==> src/rtl/fault_monitor_pkg.sv <==
// rtl/fault_monitor_pkg.sv - shared state encoding and sizing helpers for fault_monitor
//
// Purpose: supervisor state encoding plus the clog2 helpers used to size
// fault_code and trip_count.
// Ports: none (package).
package fault_monitor_pkg;

  typedef enum logic [1:0] {
    ST_OK       = 2'b00,
    ST_FAULT    = 2'b01,
    ST_COOLDOWN = 2'b10,
    ST_LOCKOUT  = 2'b11
  } fm_state_t;

  function automatic int clog2(input int n);
    int r;
    r = 0;
    while ((1 << r) < n) r++;
    return r;
  endfunction

  // Field width that never collapses to zero bits (e.g. a single channel).
  function automatic int width_min1(input int n);
    return (clog2(n) < 1) ? 1 : clog2(n);
  endfunction

endpackage

==> src/rtl/fault_debounce.sv <==
// rtl/fault_debounce.sv - per-channel saturating debounce counter
//
// Purpose: qualifies one fault channel after DEBOUNCE_CYCLES consecutive
// active samples; any inactive sample (or mask) restarts the count.
// Ports:
//   clk, reset : clock, asynchronous active-high reset
//   in         : raw fault request
//   mask       : 1 = channel ignored (counter held at 0)
//   qual       : channel qualified (counter saturated), combinational
module fault_debounce #(
  parameter int DEBOUNCE_CYCLES = 16,
  parameter int DEBOUNCE_W      = 8
) (
  input  logic clk,
  input  logic reset,
  input  logic in,
  input  logic mask,
  output logic qual
);

  localparam logic [DEBOUNCE_W-1:0] CNT_MAX = DEBOUNCE_W'(DEBOUNCE_CYCLES);

  logic [DEBOUNCE_W-1:0] cnt;
  logic                  active;

  assign active = in & ~mask;
  assign qual   = (cnt == CNT_MAX);

  always_ff @(posedge clk or posedge reset) begin
    if (reset) begin
      cnt <= '0;
    end else if (!active) begin
      cnt <= '0;
    end else if (cnt != CNT_MAX) begin
      cnt <= cnt + DEBOUNCE_W'(1);
    end
  end

endmodule

==> src/rtl/fault_monitor.sv <==
// rtl/fault_monitor.sv - multi-channel fault supervisor with retry cooldown and lockout
//
// Purpose: debounces NUM_FAULTS fault inputs, latches tripped channels,
// reports the first cause, and runs retry/lockout sequencing.
// Ports:
//   clk, reset    : clock, asynchronous active-high reset
//   fault_in      : raw fault requests, one bit per channel
//   fault_mask    : 1 = channel ignored
//   clear         : single-cycle host clear pulse
//   fault         : drive inhibit (FAULT, COOLDOWN, LOCKOUT)
//   fault_latched : sticky record of qualified channels
//   fault_code    : lowest qualified channel index of the last trip
//   state         : 00 OK, 01 FAULT, 10 COOLDOWN, 11 LOCKOUT
//   trip_count    : trips since reset or counter decay
module fault_monitor
  import fault_monitor_pkg::*;
#(
  parameter int NUM_FAULTS      = 4,
  parameter int DEBOUNCE_CYCLES = 16,
  parameter int DEBOUNCE_W      = 8,
  parameter int RETRY_CYCLES    = 50000,
  parameter int RETRY_W         = 16,
  parameter int MAX_TRIPS       = 3
) (
  input  logic                                   clk,
  input  logic                                   reset,
  input  logic [NUM_FAULTS-1:0]                  fault_in,
  input  logic [NUM_FAULTS-1:0]                  fault_mask,
  input  logic                                   clear,
  output logic                                   fault,
  output logic [NUM_FAULTS-1:0]                  fault_latched,
  output logic [width_min1(NUM_FAULTS)-1:0]      fault_code,
  output logic [1:0]                             state,
  output logic [width_min1(MAX_TRIPS+1)-1:0]     trip_count
);

  localparam int CODE_W = width_min1(NUM_FAULTS);
  localparam int TRIP_W = width_min1(MAX_TRIPS + 1);
  localparam logic [TRIP_W-1:0]  TRIP_MAX  = TRIP_W'(MAX_TRIPS);
  localparam logic [RETRY_W-1:0] TIMER_END = RETRY_W'(RETRY_CYCLES - 1);

  fm_state_t             state_q;
  logic [RETRY_W-1:0]    timer;
  logic [NUM_FAULTS-1:0] qual;
  logic                  any_qual;
  logic                  any_active;
  logic [CODE_W-1:0]     first_code;
  logic [TRIP_W-1:0]     trip_inc;
  logic                  lockout_exit;

  for (genvar i = 0; i < NUM_FAULTS; i++) begin : g_db
    fault_debounce #(
      .DEBOUNCE_CYCLES(DEBOUNCE_CYCLES),
      .DEBOUNCE_W     (DEBOUNCE_W)
    ) u_db (
      .clk  (clk),
      .reset(reset),
      .in   (fault_in[i]),
      .mask (fault_mask[i]),
      .qual (qual[i])
    );
  end

  assign any_qual     = |qual;
  assign any_active   = |(fault_in & ~fault_mask);
  assign trip_inc     = (trip_count == TRIP_MAX) ? TRIP_MAX : trip_count + TRIP_W'(1);
  assign lockout_exit = (state_q == ST_LOCKOUT) && clear && !any_active;
  assign state        = state_q;

  // Lowest index wins: scan downward so the last assignment is the lowest bit.
  always_comb begin
    first_code = '0;
    for (int i = NUM_FAULTS - 1; i >= 0; i--) begin
      if (qual[i]) first_code = CODE_W'(i);
    end
  end

  // Latch register: clear drops old history but keeps channels qualifying now;
  // in LOCKOUT clear only takes effect together with a successful exit.
  always_ff @(posedge clk or posedge reset) begin
    if (reset) begin
      fault_latched <= '0;
    end else if (state_q == ST_LOCKOUT) begin
      fault_latched <= lockout_exit ? '0 : (fault_latched | qual);
    end else begin
      fault_latched <= (clear ? '0 : fault_latched) | qual;
    end
  end

  always_ff @(posedge clk or posedge reset) begin
    if (reset) begin
      state_q    <= ST_OK;
      fault      <= 1'b0;
      fault_code <= '0;
      trip_count <= '0;
      timer      <= '0;
    end else begin
      case (state_q)
        ST_OK, ST_COOLDOWN: begin
          if (any_qual) begin
            // New trip; qual has priority over cooldown expiry on the same edge.
            state_q    <= (trip_inc == TRIP_MAX) ? ST_LOCKOUT : ST_FAULT;
            fault      <= 1'b1;
            fault_code <= first_code;
            trip_count <= trip_inc;
            timer      <= '0;
          end else if (state_q == ST_COOLDOWN) begin
            if (timer >= TIMER_END) begin
              state_q <= ST_OK;
              fault   <= 1'b0;
              timer   <= '0;
            end else begin
              timer <= timer + RETRY_W'(1);
            end
          end else if (trip_count != '0) begin
            // A clean run of RETRY_CYCLES in OK forgives earlier trips.
            if (timer >= TIMER_END) begin
              trip_count <= '0;
              timer      <= '0;
            end else begin
              timer <= timer + RETRY_W'(1);
            end
          end
        end
        ST_FAULT: begin
          fault <= 1'b1;
          if (!any_active) begin
            state_q <= ST_COOLDOWN;
            timer   <= '0;
          end
        end
        default: begin // ST_LOCKOUT
          if (lockout_exit) begin
            state_q    <= ST_OK;
            fault      <= 1'b0;
            trip_count <= '0;
            timer      <= '0;
          end else begin
            fault <= 1'b1;
          end
        end
      endcase
    end
  end

endmodule

==> config.mk <==
export PLATFORM = sky130hd
export DESIGN_NAME = fault_monitor
export DESIGN_NICKNAME = d
export VERILOG_FILES = /design/src/rtl/fault_monitor_pkg.sv /design/src/rtl/fault_debounce.sv /design/src/rtl/fault_monitor.sv
export SDC_FILE = /design/constraint.sdc
export NUM_CORES = 1
export LEC_CHECK = 0
export ABC_AREA = 1
export BUFFER_PORTS_ARGS = -buffer_cell sky130_fd_sc_hd__buf_2
export CORE_UTILIZATION = 35
export DETAILED_ROUTE_END_ITERATION = 8
export SYNTH_ARGS = -nofsm -noshare
export SYNTH_HDL_FRONTEND = slang
export SYNTH_HIERARCHICAL = 1
export SYNTH_SLANG_ARGS = --single-unit
==> constraint.sdc <==
create_clock -name clk -period 3.8 [get_ports clk]
set_input_delay 0.38 -clock clk [delete_from_list [all_inputs] [get_ports clk]]
set_output_delay 0.38 -clock clk [all_outputs]
set_load 0.05 [all_outputs]
==> results.py, run 1 <==
metrics = {
    "sta": {
        "hold_viol_final": 0,
        "maxSlewViolCount": 0,
        "fin_skew_ps": 9.99,
        "tightest_slew_ps": 1050,
        "min_period_ps": 2010,
        "max_freq_ghz": 0.496,
        "max_slew_margin_pct": 29.9,
        "post-route-period-util_pct": 53.0,
        "setup_tns_ps": 0,
        "rsz0062_at_grt": "no",
        "setup_viol_count_final": 0,
    },
    "detailed_routing": {
        "drt-total-wl_um": 7660,
        "postRouteAntennaNets": 0,
        "drt_first_pass_iters": 6,
        "vias": 3245,
        "vias_per_cell": 4.81,
        "drc": 0,
        "wl_per_cell_um": 11.4,
        "drtIter0Drc": 153,
    },
    "floorplan": {
        "dieHeight_um": 105,
        "dieArea_um2": 10900,
        "ios": 22,
        "start_util_pct": 35.8,
        "dieWidth_um": 105,
        "num_rows": 37,
        "core_area_um2": 10300,
    },
    "yosys": {
        "postSynthCellCount": 504,
        "ys_ff_latch": 59,
        "synth_cell_types": 26,
        "yosysWarnings": 6,
        "ys_seq_area_share_pct": 40.1,
        "netlist_area_um2": 3680,
        "syn_area_per_cell_um2": 7.30,
        "syn-num-nets": 524,
    },
    "placement": {
        "dpl-instance-area_um2": 3920,
        "gp_congestion": 0.835,
        "dp_hpwl_um": 5830,
        "placement.io_buffers": 21,
    },
    "global_routing": {
        "grt_max_degree": 28,
        "grt_pass1_vias": 3020,
        "grt_antenna_before_repair": 0,
        "grt.total_usage_pct": 15.1,
        "grt_pass1_wl_um": 13300,
        "gr-total-overflow": 0,
    },
    "clocking": {
        "insertion_delay_ps": 340,
        "cts_resized": 0,
        "cts_buffer_depth": 2,
        "cts_tree": "built",
        "numCtsBuffers": 9,
        "htree_levels": 3,
        "hold_buffers": 0,
        "cts.clk_slew.worst_paths_ps": 70,
        "cts.sinks": 59,
        "cts_setup_buffers": 0,
        "root_buffer": "clkbuf_8",
    },
    "status": {
        "status": "finished, final reports clean",
    },
    "setup_path": {
        "cp-start-kind": "flip-flop",
        "cp.arrival_ps": 2240,
        "reg2reg_slack_ps": 1790,
        "cp_slowest_cell": "dfrtp_1",
        "critPathMaxStageDelay_ps": 410,
        "path_delay_family": "simple AND/OR/NAND/NOR gates",
        "critPathRequiredTime_ps": 4030,
        "critical_path_buf_inv_count": 2,
        "r2r-end": "timer[4]",
        "critPathMaxFanout": 12,
        "worst_setup_path_end_kind": "flip-flop",
        "crit_chain": "inv_1 > ha_1 > nand3_1 > nor2_4 > nor2_2 > nand2_2 > nor2_4 > nand3_4 > nand2_2 > o21ai_0 > inv_1 > nor2_1",
        "timing.rr.start": "g_db[2].u_db/cnt[0]",
        "r2r.worst_path.cells": 12,
        "worstSetupPathType": "reg2reg",
    },
    "power_and_ir_drop": {
        "p_int_uw": 1240,
        "p_clk_share_pct": 33.0,
        "switching_share_pct": 35.5,
        "powerDensity_nw_per_um2": 464,
        "seq_power_share_pct": 41.1,
        "combinationalPowerShare_pct": 25.9,
        "power_switching_uw": 683,
        "peakVddDrop_mv": 0.203,
        "p_leak_uw": 0.00217,
    },
    "finish": {
        "drive_above_1_share_pct": 14.9,
        "fin_nets": 553,
        "diodes": 0,
        "area_delta_synth_final_pct": 12.5,
        "design_area_um2": 4140,
        "multi_input_area_um2": 1850,
        "nFillCells": 1076,
        "regArea_um2": 1480,
    },
    "worst_hold_path": {
        "hold_class": "in2async",
    },
    "job": {
        "maxCapViolCount": 0,
    },
}
[synthesized netlist by cell type]
cell,instances,area share [%]
nand4_1,6,1.0
o41ai_1,1,0.24
o21bai_1,2,0.41
inv_2,9,0.92
nor2_1,67,6.8
nand3_2,1,0.27
a21oi_1,27,3.7
inv_1,76,7.7
dfrtp_1,59,40
nor3_2,2,0.54
buf_6,3,0.92
nor2_2,9,1.5
nor2_4,6,1.8
o21ai_0,16,2.2
nand3_4,1,0.48
o31ai_1,1,0.20
xor2_1,5,1.2
nand2_2,9,1.5
nand4_2,2,0.68
nand2_4,1,0.31
ha_1,9,3.1
nand3_1,57,7.7
nand2_1,123,13
a21oi_4,1,0.44
nand3b_1,7,1.4
nor2_8,4,2.2
[per-stage QoR]
stage | utilization, % | worst slack (ps) | cells | power (µW) | hold slack [ps]
global route | 40.3 | 1640 | 674 | 2050 | 52.2
CTS | 40.3 | 1780 | 674 | 1940 | 19.2
finish | 40.3 | 1790 | 674 | 1920 | 22.1
floorplan | - | 2100 | 504 | 1190 | 196
detailed placement | 38.2 | 1780 | 658 | 1300 | 384
global placement | 38.2 | 1850 | 658 | 1290 | 396
[routing by layer]
| metal | track usage [%] | share of wire, % | up-vias |
|---|---|---|---|
| met1 | 19.3 | 47 | 1528 |
| met3 | 3.18 | 4.0 | 11 |
| met4 | 6.33 | 1.4 | 0 |
| li1 | - | - | 1645 |
| met5 | 0 | 0 | - |
| met2 | 24.6 | 48 | 61 |
[power by group through the flow]
| stage | clock network (µW) | logic [µW] | registers, µW |
|---|---|---|---|
| 2_1_floorplan | 0 | 341 | 850 |
| 3_3_place_gp | 0 | 488 | 798 |
| 3_5_place_dp | 0 | 498 | 800 |
| 4_1_cts | 657 | 500 | 787 |
| 5_1_grt | 681 | 562 | 802 |
| 6_report | 636 | 498 | 790 |
[cells by family (layout without fill, tap and decap cells)]
logic type	Yosys count	after routing	share of synthesized area, %
xor gates and xnor gates	5	5	1.19
AOI/OAI and AO/OA	48	48	7.14
buffers and inverters	88	122	9.59
and+or+nand+nor	295	295	38.9
adders and majority gates	9	9	3.06
DFF	59	59	40.1
[placed cells by master, fill, tap and decap left out]
cell | Yosys | final
a21oi_1 | 27 | 27
a21oi_4 | 1 | 1
buf_2 | 0 | 21
bufinv_16 | 0 | 2
clkbuf_1 | 0 | 2
clkbuf_8 | 0 | 10
clkinv_2 | 0 | 1
clkinv_4 | 0 | 1
dfrtp_1 | 59 | 59
ha_1 | 9 | 9
inv_1 | 76 | 76
inv_2 | 9 | 9
nand2_1 | 123 | 123
nand2_2 | 9 | 9
nand2_4 | 1 | 1
nand3_1 | 57 | 57
nand3_2 | 1 | 1
nand3_4 | 1 | 1
nand3b_1 | 7 | 7
nand4_1 | 6 | 6
nand4_2 | 2 | 2
nor2_1 | 67 | 67
nor2_2 | 9 | 9
nor2_4 | 6 | 6
nor2_8 | 4 | 4
nor3_2 | 2 | 2
o21ai_0 | 16 | 16
o21bai_1 | 2 | 2
o31ai_1 | 1 | 1
o41ai_1 | 1 | 1
xor2_1 | 5 | 5
[worst reg2reg max path, stage by stage, from the launching register on]
cell and delay, ps:
dfrtp_1 410, inv_1 80, ha_1 210, nand3_1 130, nor2_4 70, nor2_2 140
nand2_2 120, nor2_4 160, nand3_4 190, nand2_2 220, o21ai_0 100, inv_1 60
nor2_1 30
[registers in the layout, indices dropped and copies added, names as in the netlist]
name,flops
state,2
fault_latched,4
g_db.u_db/cnt,32
timer,16
fault_code,2
trip_count,2
fault,1
[worst max path at each step]
stage / from / depth (start not counted) / slack (ps) / end
detailed placement: g_db[2].u_db/cnt[0] / 12 / 1780 / timer[4]
finish: g_db[2].u_db/cnt[0] / 12 / 1790 / timer[4]
CTS: g_db[2].u_db/cnt[0] / 12 / 1780 / timer[4]
global route: g_db[1].u_db/cnt[0] / 12 / 1640 / timer[4]
global placement: g_db[2].u_db/cnt[0] / 12 / 1850 / timer[4]
floorplan: g_db[2].u_db/cnt[0] / 13 / 2100 / timer[15]
[final cells by class]
type / instances / area share, %
Sequential cell: 59 / 35.6
Tap cell: 136 / 4.11
Inverter: 85 / 7.70
Clock buffer: 12 / 3.50
Clock inverter: 4 / 1.78
Timing Repair Buffer: 21 / 2.54
Multi-Input combinational cell: 357 / 44.7
Power figures use the tool's default switching activity.
==> run 2: changes to the inputs <==
==> constraint.sdc (replaced) <==
create_clock -name clk -period 1.9 [get_ports clk]
set_input_delay 0.19 -clock clk [delete_from_list [all_inputs] [get_ports clk]]
set_output_delay 0.19 -clock clk [all_outputs]
set_load 0.05 [all_outputs]
==> results.py, run 2 (synthesis results as in run 1) <==
metrics = {
    "status": {
        "status": "finished, final reports clean",
    },
    "placement": {
        "placement.io_buffers": 21,
        "dp_hpwl_um": 5980,
        "dpl_worst_slack_ps": 33.7,
        "gp_congestion": 0.814,
    },
    "power_and_ir_drop": {
        "p_leak_uw": 0.00231,
        "power_switching_uw": 1410,
        "p_clk_share_pct": 28.4,
        "p_int_uw": 2400,
        "combinationalPowerShare_pct": 30.3,
        "peakVddDrop_mv": 0.381,
        "totalPowerFinal_uw": 3800,
        "powerDensity_nw_per_um2": 865,
        "seq_power_share_pct": 41.2,
        "switching_share_pct": 37.0,
    },
    "finish": {
        "multi_input_area_um2": 1930,
        "final_util_pct": 42.8,
        "layout_common_cells": "nand2_1 (123), inv_1 (76), nor2_1 (66), dfrtp_1 (59), nand3_1 (53)",
        "nFillCells": 1074,
        "top_regs": "g_db.u_db/cnt x32, timer x16, fault_latched x4",
        "layout_commonest_cell": "nand2_1",
        "fin_nets": 580,
        "top_register": "g_db.u_db/cnt",
        "diodes": 0,
        "largest_register_ff_count": 32,
        "regArea_um2": 1480,
        "area_delta_synth_final_pct": 19.4,
        "drive_above_1_share_pct": 20.0,
    },
    "detailed_routing": {
        "drc": 0,
        "drt_first_pass_iters": 6,
        "vias_per_cell": 4.67,
        "drt-total-wl_um": 7950,
        "vias": 3271,
        "wl_per_cell_um": 11.4,
        "drtIter0Drc": 106,
        "postRouteAntennaNets": 0,
    },
    "sta": {
        "max_slew_margin_pct": 59.1,
        "setup_tns_ps": 0,
        "min_period_ps": 1750,
        "hold_viol_final": 0,
        "maxSlewViolCount": 0,
        "setup_viol_count_final": 0,
        "post-route-period-util_pct": 92.1,
        "max_freq_ghz": 0.572,
        "fin_skew_ps": 13.0,
        "tightest_slew_ps": 613,
        "hold_ws_ps": 192,
        "timing.final.ws_setup_ps": 151,
    },
    "clocking": {
        "cts.sinks": 59,
        "cts_buffer_depth": 2,
        "cts_tree": "built",
        "root_buffer": "clkbuf_8",
        "insertion_delay_ps": 340,
        "cts.clk_slew.worst_paths_ps": 70,
        "numCtsBuffers": 9,
        "htree_levels": 3,
    },
    "setup_path": {
        "critPathMaxFanout": 7,
        "worst_setup_path_end_kind": "flip-flop",
        "cp-start-kind": "flip-flop",
        "cp.arrival_ps": 1970,
        "worstSetupPathType": "reg2reg",
        "critPathRequiredTime_ps": 2120,
    },
    "floorplan": {
        "dieHeight_um": 105,
        "num_rows": 37,
        "core_area_um2": 10300,
        "dieArea_um2": 10900,
        "dieWidth_um": 105,
        "ios": 22,
        "start_util_pct": 35.8,
    },
    "global_routing": {
        "grt_max_degree": 15,
        "gr-total-overflow": 0,
        "grt.total_usage_pct": 15.4,
        "grt_pass1_vias": 3087,
        "grt_antenna_before_repair": 0,
        "grt_pass1_wl_um": 13500,
    },
    "worst_hold_path": {
        "hold_class": "in2reg",
    },
    "job": {
        "maxCapViolCount": 0,
    },
}
## run 2: repair_timing
item,in CTS,in global routing
setup endpoints to repair,0,15
gates resized for setup,0,13
hold buffers,1,0
endpoints found under the hold margin,45,0
setup buffers,0,3
## run 2: area by class of cell
type	count	area share, %
clock buffer	10	2.90
clock inverter	5	1.25
inverter	85	7.26
multi-input combinational	359	43.9
sequential	59	33.6
tap	136	3.87
timing repair buffer	46	7.29
## run 2: power by group through the flow
stage                     Combinational (µW)  Clock [µW]  Sequential (µW)
after floorplan                          681           0             1700
after global placement                  1010           0             1590
after detailed placement                1020           0             1590
after CTS                               1030        1120             1570
after global routing                    1280        1180             1600
final                                   1150        1080             1570
## run 2: stage by stage
| stage | instances | area (µm²) |
|---|---|---|
| after floorplan | 504 | 3680 |
| final | 700 | 4400 |
| after global routing | 700 | 4400 |
| after CTS | 695 | 4290 |
| after detailed placement | 679 | 4090 |
| after global placement | 679 | 4090 |
## run 2: final timing paths
check                               startpoint             endpoint  slack, ps  cells after the start
max reg2reg                g_db[1].u_db/cnt[0]             timer[4]        150                     12
min reg2reg                              fault                fault        510                      2
min                              fault_mask[2]  g_db[2].u_db/cnt[7]        190                      4
min in group asynchronous                reset  g_db[0].u_db/cnt[6]        380                      3
max in group asynchronous                reset     fault_latched[2]        890                      4
max                        g_db[1].u_db/cnt[0]             timer[4]        150                     12
## run 2: critical path, cell delays in order, from the launching register on
cell and delay (ps):
dfrtp_1 340, inv_1 60, ha_1 210, nand3_2 90, nor2_4 50, nor2_4 110, nand2_4 80, nor2_4 240
nand3_4 160, nand2_4 130, o21ai_0 80, inv_1 50, nor2_1 30
## run 2: per-layer routing
layer | track usage [%] | part of all wire [%] | vias up
met5 | 0 | 0 | -
met4 | 7.04 | 1.7 | 0
met3 | 3.12 | 3.9 | 12
met2 | 25.7 | 48 | 59
met1 | 19.0 | 47 | 1492
li1 | - | - | 1708
